<file path="src/rtl/multicycle_ctrl.sv">
// Multi-cycle RV32I-subset control FSM with memory wait timeout.
// Optional: define ILLEGAL_OP_TRAP_EN to halt on unknown opcodes.
module multicycle_ctrl #(
  parameter int TIMEOUT = 16,
  parameter int CNT_W   = 5
) (
  input  logic       clk,
  input  logic       rst,
  input  logic [6:0] op,
  input  logic       zero,
  input  logic       mem_ready,
  output logic       PCWrite,
  output logic       AdrSrc,
  output logic       MemWrite,
  output logic       IRWrite,
  output logic [1:0] ResultSrc,
  output logic [1:0] ALUSrcA,
  output logic [1:0] ALUSrcB,
  output logic [1:0] ALUOp,
  output logic [1:0] ImmSrc,
  output logic       RegWrite,
  output logic       bus_err,
  output logic       illegal,
  output logic [3:0] state_o
);

  localparam logic [6:0] OP_LW  = 7'b0000011;
  localparam logic [6:0] OP_SW  = 7'b0100011;
  localparam logic [6:0] OP_R   = 7'b0110011;
  localparam logic [6:0] OP_I   = 7'b0010011;
  localparam logic [6:0] OP_BEQ = 7'b1100011;
  localparam logic [6:0] OP_JAL = 7'b1101111;

  localparam logic [CNT_W-1:0] LIM =
    CNT_W'(TIMEOUT > 0 ? TIMEOUT - 1 : 0);

  typedef enum logic [3:0] {
    S_FETCH    = 4'd0,
    S_DECODE   = 4'd1,
    S_MEMADR   = 4'd2,
    S_MEMREAD  = 4'd3,
    S_MEMWB    = 4'd4,
    S_MEMWRITE = 4'd5,
    S_EXECR    = 4'd6,
    S_EXECI    = 4'd7,
    S_ALUWB    = 4'd8,
    S_BEQ      = 4'd9,
    S_JAL      = 4'd10
`ifdef ILLEGAL_OP_TRAP_EN
    , S_HALT   = 4'd11
`endif
  } state_t;

  state_t           r_state;
  state_t           w_nxt;
  logic [CNT_W-1:0] r_cnt;
  logic             w_wait;
  logic             w_to;
  logic             w_pcupd;
  logic             w_branch;

  assign w_wait = (r_state == S_FETCH) ||
                  (r_state == S_MEMREAD) ||
                  (r_state == S_MEMWRITE);

  // Ready in the limit cycle wins over the timeout.
  assign w_to = (TIMEOUT > 0) && w_wait &&
                !mem_ready && (r_cnt == LIM);

  always_comb begin
    w_nxt = S_FETCH;
    unique case (r_state)
      S_FETCH:    w_nxt = mem_ready ? S_DECODE : S_FETCH;
      S_DECODE: begin
        unique case (1'b1)
          (op == OP_LW),
          (op == OP_SW):  w_nxt = S_MEMADR;
          (op == OP_R):   w_nxt = S_EXECR;
          (op == OP_I):   w_nxt = S_EXECI;
          (op == OP_BEQ): w_nxt = S_BEQ;
          (op == OP_JAL): w_nxt = S_JAL;
`ifdef ILLEGAL_OP_TRAP_EN
          default:        w_nxt = S_HALT;
`else
          default:        w_nxt = S_FETCH;
`endif
        endcase
      end
      S_MEMADR:
        w_nxt = (op == OP_LW) ? S_MEMREAD : S_MEMWRITE;
      S_MEMREAD:  w_nxt = mem_ready ? S_MEMWB : S_MEMREAD;
      S_MEMWB:    w_nxt = S_FETCH;
      S_MEMWRITE: w_nxt = mem_ready ? S_FETCH : S_MEMWRITE;
      S_EXECR:    w_nxt = S_ALUWB;
      S_EXECI:    w_nxt = S_ALUWB;
      S_ALUWB:    w_nxt = S_FETCH;
      S_BEQ:      w_nxt = S_FETCH;
      S_JAL:      w_nxt = S_ALUWB;
`ifdef ILLEGAL_OP_TRAP_EN
      S_HALT:     w_nxt = S_HALT;
`endif
      default:    w_nxt = S_FETCH;
    endcase
  end

  always_ff @(posedge clk or negedge rst) begin
    if (!rst) begin
      r_state <= S_FETCH;
      r_cnt   <= '0;
    end else begin
      if (w_wait && !mem_ready && !w_to)
        r_cnt <= r_cnt + CNT_W'(1);
      else
        r_cnt <= '0;
      r_state <= w_to ? S_FETCH : w_nxt;
    end
  end

  always_comb begin
    w_pcupd   = 1'b0;
    w_branch  = 1'b0;
    AdrSrc    = 1'b0;
    MemWrite  = 1'b0;
    IRWrite   = 1'b0;
    ResultSrc = 2'b00;
    ALUSrcA   = 2'b00;
    ALUSrcB   = 2'b00;
    ALUOp     = 2'b00;
    RegWrite  = 1'b0;
    unique case (r_state)
      S_FETCH: begin
        ALUSrcB   = 2'b10;
        ResultSrc = 2'b10;
        IRWrite   = mem_ready;
        w_pcupd   = mem_ready;
      end
      S_DECODE: begin
        ALUSrcA = 2'b01;
        ALUSrcB = 2'b01;
      end
      S_MEMADR: begin
        ALUSrcA = 2'b10;
        ALUSrcB = 2'b01;
      end
      S_MEMREAD: AdrSrc = 1'b1;
      S_MEMWB: begin
        ResultSrc = 2'b01;
        RegWrite  = 1'b1;
      end
      S_MEMWRITE: begin
        AdrSrc   = 1'b1;
        MemWrite = !w_to;
      end
      S_EXECR: begin
        ALUSrcA = 2'b10;
        ALUOp   = 2'b10;
      end
      S_EXECI: begin
        ALUSrcA = 2'b10;
        ALUSrcB = 2'b01;
        ALUOp   = 2'b10;
      end
      S_ALUWB: RegWrite = 1'b1;
      S_BEQ: begin
        ALUSrcA  = 2'b10;
        ALUOp    = 2'b01;
        w_branch = 1'b1;
      end
      S_JAL: begin
        ALUSrcA = 2'b01;
        ALUSrcB = 2'b10;
        w_pcupd = 1'b1;
      end
      default: ;
    endcase
    PCWrite = w_pcupd | (w_branch & zero);
    unique case (1'b1)
      (op == OP_SW):  ImmSrc = 2'b01;
      (op == OP_BEQ): ImmSrc = 2'b10;
      (op == OP_JAL): ImmSrc = 2'b11;
      default:        ImmSrc = 2'b00;
    endcase
    bus_err = w_to;
    if (!rst) begin
      PCWrite   = 1'b0;
      AdrSrc    = 1'b0;
      MemWrite  = 1'b0;
      IRWrite   = 1'b0;
      ResultSrc = 2'b00;
      ALUSrcA   = 2'b00;
      ALUSrcB   = 2'b00;
      ALUOp     = 2'b00;
      ImmSrc    = 2'b00;
      RegWrite  = 1'b0;
      bus_err   = 1'b0;
    end
  end

  assign state_o = rst ? r_state : 4'd0;

`ifdef ILLEGAL_OP_TRAP_EN
  assign illegal = rst && (r_state == S_HALT);
`else
  assign illegal = 1'b0;
`endif

endmodule

</file>
<file path="config.mk">
export PLATFORM = sky130hd
export DESIGN_NAME = multicycle_ctrl
export DESIGN_NICKNAME = d
export VERILOG_FILES = /design/src/rtl/multicycle_ctrl.sv
export SDC_FILE = /design/constraint.sdc
export NUM_CORES = 1
export LEC_CHECK = 0
export ABC_AREA = 1
export CAP_MARGIN = 20
export CELL_PAD_IN_SITES_DETAIL_PLACEMENT = 1
export CELL_PAD_IN_SITES_GLOBAL_PLACEMENT = 2
export CORE_ASPECT_RATIO = 0.6
export CORE_MARGIN = 2
export CORE_UTILIZATION = 22
export DETAILED_ROUTE_END_ITERATION = 10
export GPL_TIMING_DRIVEN = 0
export PLACE_DENSITY_LB_ADDON = 0.1
export REMOVE_ABC_BUFFERS = 1
export SYNTH_ARGS = -nofsm -noshare
export SYNTH_HDL_FRONTEND = slang
export SYNTH_SLANG_ARGS = --single-unit
</file>
<file path="constraint.sdc">
create_clock -name clk -period 3.67 [get_ports clk]
set_input_delay 1.101 -clock clk [delete_from_list [all_inputs] [get_ports clk]]
set_output_delay 1.101 -clock clk [all_outputs]
set_load 0.1 [all_outputs]
</file>
### Word level (Yosys, flattened, before mapping)

Cells that the tools add are included.
Widths: inputs -> output; s select.

| storage, ports and cells | value |
|---|---|
| flip-flop bits (word level) | 9 |
| latch bits | 0 |
| bits in writable memories | 0 |
| bits in read-only memories | 0 |
| input port bits | 11 |
| output and inout bits | 21 |
| logic and storage cells | 70 |
| memories kept | 0 |

| operators by class | value |
|---|---|
| add/subtract/negate cells | 1 |
| multiply operators | 0 |
| divide/modulo/power cells | 0 |
| $lt $le $gt $ge | 0 |
| equal/unequal tests | 17 |
| shifts and indexed selects | 0 |
| muxes and demuxes | 31 |
| bitwise operators | 2 |
| reduce and logical (&&, ||, !) cells | 17 |

Operators with widths:

| operator | number |
|---|---|
| $pmux 4 s6 | 1 |
| $pmux 4 s5 | 1 |
| $eq 4x3->1 const B | 4 |
| $pmux 2 s2 | 4 |
| $eq 7x6->1 const B | 2 |
| $eq 7x7->1 const B | 2 |
| $eq 4x4->1 const B | 3 |
| $mux 1 | 12 |
| $reduce_or 2->1 | 6 |
| $mux 2 | 5 |
| $mux 3 | 3 |
| $eq 4x2->1 const B | 2 |
| $mux 4 | 2 |
| $eq 7x2->1 const B | 1 |
| $eq 7x5->1 const B | 1 |
| $pmux 2 s3 | 1 |
| $reduce_or 3->1 | 2 |
| $add 5x1->5 const B | 1 |
| $eq 5x4->1 const B | 1 |
| $mux 5 | 1 |
| $eq 4x1->1 const B | 1 |
| $logic_not 4->1 | 1 |
| $reduce_or 4->1 | 1 |
| $logic_and 1x1->1 | 3 |
| other kinds (5) | 7 |

### Depth between registers and ports, before layout

| depth | value |
|---|---|
| depth in word-level cells | 8 |
| depth in mapped cells | 9 |
| gate-level depth less buffers | 9 |

### Least setup slack after synthesis

OpenSTA, ideal clock, no wires.

| timing | value |
|---|---|
| path kind | input to output |
| start point | input rst |
| end point | output ImmSrc[0] |
| data arrival time | 3.743 ns |
| data required time | 2.569 ns |
| path slack | -1.174 ns |
| cell stages on the path | 3 |
| buffers on the path | 1 |
| cells stage by stage | buf_2 clkinv_1 a211oi_1 |

| between the ends | value |
|---|---|
| word-level cells in the longest chain between the ends | 1 |

RTL lines:

| element | line | RTL |
|---|---|---|
| start, declared | 8 | `input logic rst,` |
| $mux 2 | 184 | `if (!rst) begin` |
| end, declared | 20 | `output logic [1:0] ImmSrc,` |

No other way between the ends.

### Worst setup path in the final report

| timing | value |
|---|---|
| start point | input op[1] |
| end point | output ImmSrc[0] |

| between the ends | value |
|---|---|
| word-level cells in the longest chain between the ends | 3 |
| elaborated cells on any way between the ends | 5 |
| classes of those cells | 3 x eq/ne; 2 x mux |

RTL lines:

| element | line | RTL |
|---|---|---|
| start, declared | 9 | `input logic [6:0] op,` |
| $eq 7x7->1, or another cell as far along | 180 | `(op == OP_JAL): ImmSrc = 2'b11;` |
| $pmux 2 s3 * | 177 | `unique case (1'b1)` |
| $mux 2 * | 184 |  |

Every way passes the cells marked *; elsewhere a longest branch is shown, timed or not.

==> impl_results.md <==
* Result of the run: finished, final reports clean
* Hold_sp: r_cnt[0]
* Sequential-to-total area share from yosys stat at 27.9%
* Core ar. at between 3000 and 4000 um^2
* Fin crit share at 97.8%
* Fin area at between 1000 and 1500 um^2
* R2R cell count at 7
* Tot Pwr at 0.000358 W
* CTS buffer count at 3
* Hold Path Stages at 1
* CTS root buf: clkbuf_8
* DP Worst Slack at -1.51 ns
* Total Routing Usage GR at between 10% and 20%
* Placement Cell Area at 1150 um^2
* Setup tns final at 0 ns
* Worst Hold End: r_cnt[0]
* Largest net degree at the start of global routing at 18
* Slew Viols, Final at 0
* Slowest cell on the critical path: clkdlybuf4s50_1
* Placed wire-length estimate at between 2 and 2.5 mm
* Routed wire length per instance at ~13 um
* Maximum buffer depth of the clock tree at 2
* Crit end category: output pin
* I/O Buffers at 30
* Final Util at 34.4%
* Startpoint types: input port
* Peak VDD IR at roughly 0.15 mV
* Chip width at approximately 82 um
* Die Span Y at roughly 50 um
* Ys Warns at 0
* Cell Area, Synth at just over 800 um^2
* Slew @ Worst Pin at 0.549 ns
* CTS H-tree lvls at 1
* # fillers at roughly 440
* CTS tree: yes
* Overflow after GRT at 0
* Hold Vio Cnt, Final at 0
* Die area at between 4000 and 5000 um^2
* First-pass iteration count of the detailed router at 4
* Row count at 16
* Seq cells post-synth at 9
* Mean area per synthesized cell at just under 6 um^2
* R2r setup slk at ~2.3 ns
* CP cell instances: clkdlybuf4s50_1 > nand2_1 > nor2_1 > nand2_1 > a211oi_2 > clkbuf_8
* Max Clock Freq at 279 MHz
* Gp weighted congestion at approximately 0.76
* Setup crit start: op[1]
* Pwr dens at between 300 and 400 nW/um^2
* # nets final at ~180
* Post-CTS Setup Bufs at 0
* Worst r2r dst: r_cnt[2]
* Initial core utilization at roughly a quarter
* CP Buf/Inv Count at 2
* Setup violators final at 0
* ANT nets after route at 0
* Worst skew pair latency at around 0.23 ns
* Lkg Pwr at ~0.66 nW
* Vias in the first global route at 944
* Critical R2R Launch: r_cnt[0]
* # clock sinks at 9
* Cell family with most CP delay: buffers and inverters
* Ant. Diodes at 0
* Post-layout minimum cycle time at roughly 3.6 ns
* Clk_skew at 0.00568 ns
* Syn Inst Count at between 100 and 150
* Unrepaired setup endpoints after global routing: false
* Vias per std cell at between 4 and 5
* Post-synth cell types at 22
* Drt total wl at 2.72 mm
* I/O pin cnt at 32
* Hold Path Class: reg2reg
* Total number of vias at around 940
* Remaining DRCs at 0
* Kind of critical path: in2out
* Drt first-iter violations at 57
* Max cap viols at 0
* Critical Path RT at between 2 and 3 ns
* Crit path DAT at approximately 2.5 ns
* CTS Hold Bufs at 0
* Worst path max stage delay at between 0.4 and 0.5 ns
* Clock transition at path regs at 0.04 ns
* Slew HR at 63.6%
* Final worst slack at 0.0818 ns
* Initial antenna violation count at 0
* Area Growth Syn to Fin at 44.3%
* Crit-path most repeated cell: nand2_1
* Worst-path fanout max at 3
* Share of cells above drive strength 1 at 22.6%
* First-pass GRT wire length at approximately 4.7 mm
-- state kept, by name, summed over array words and instances (netlist names) --
signal   cells
r_cnt        5
r_state      4
-- synthesized netlist by cell type, drive strengths merged --
| cell | count | area share [%] |
|---|---|---|
| a211oi | 1 | 0.93 |
| a21oi | 4 | 2.5 |
| a31oi | 2 | 1.6 |
| buf | 2 | 1.6 |
| clkinv | 1 | 0.46 |
| conb | 1 | 0.46 |
| dfrtp | 9 | 28 |
| ha | 2 | 3.1 |
| inv | 28 | 13 |
| nand2 | 35 | 17 |
| nand3 | 15 | 11 |
| nor2 | 29 | 14 |
| nor3 | 2 | 1.9 |
| o211ai | 1 | 0.93 |
| o21ai | 2 | 1.2 |
| o21bai | 1 | 0.93 |
| xor2 | 1 | 1.1 |
-- report_power, final --
group | leakage [nW] | switching (W) | internal [W]
Sequential | 0.123 | 0.00000450 | 0.000104
Clock | 0.0228 | 0.0000385 | 0.0000757
Combinational | 0.519 | 0.000105 | 0.0000307
-- worst max-delay path by stage --
stage                  to  cells after the start  slack [ns]
2_1_floorplan   ImmSrc[0]                      2        -1.0
3_3_place_gp    ImmSrc[0]                      4       -1.45
3_5_place_dp    ImmSrc[0]                      4       -1.51
4_1_cts        state_o[1]                      4       0.002
5_1_grt         ImmSrc[0]                      7       0.006
6_report        ImmSrc[0]                      6        0.08
-- worst register-to-register path, stage by stage, from the launching register on --
cell	delay, ns
dfrtp_1	0.40
ha_1	0.22
nand2_1	0.09
nor2_1	0.05
ha_1	0.20
inv_1	0.07
nand3_2	0.14
nor3_2	0.15
-- timing repair --
item | in CTS | in global routing
resized for setup | 90 | 14
endpoints found under the setup margin | 20 | 7
pin swaps | 0 | 1
-- routing by layer --
layer / global-route usage (%) / part of all wire [%] / up-vias
li1: - / - / 476
met1: 22.5 / 51 / 431
met2: 21.6 / 42 / 29
met3: 4.24 / 7.4 / 2
met4: 1.11 / 0.37 / 0
met5: 0 / 0 / -
-- area by class of cell --
class	instances	area, um^2	share of cell area, %
well taps	45	56.3	4.83
multi-input cells	96	470	40.4
repair buffers	30	258	22.1
clock buffers	4	45.0	3.87
inverters	29	110	9.45
flip-flops and latches	9	225	19.3
-- layout by cell type, fill, tap and decap left out, types with 2 or more instances in the layout --
cell	n
clkdlybuf4s50_1	8
a31oi_1	2
buf_2	2
nand3_2	3
nand2_2	2
nand2_1	33
buf_4	7
nor2_2	5
a21oi_1	4
clkdlybuf4s15_2	5
clkbuf_8	4
clkbuf_2	5
nor2_1	24
nand3_1	12
inv_1	27
ha_1	2
dfrtp_1	9
o21ai_0	2
-- stage by stage --
| step | std cells | hold slack (ns) |
|---|---|---|
| after global placement | 209 | 0.454 |
| after detailed placement | 209 | 0.462 |
| final | 213 | 0.487 |
| after CTS | 213 | 0.499 |
| after global routing | 213 | 0.519 |
| after floorplan | 134 | 0.432 |
-- cell families (layout without fill, tap and decap cells) --
kind of cell,after synthesis,count (layout),synth area share (%)
AOI/OAI and AO/OA,11,11,8.06
and+or+nand+nor,81,81,44.3
DFF,9,9,27.9
adders and majority gates,2,2,3.10
buffers and inverters,31,63,15.0
xor gates and xnor gates,1,1,1.09
other,1,1,0.465
(Power assumes the default switching activity.)
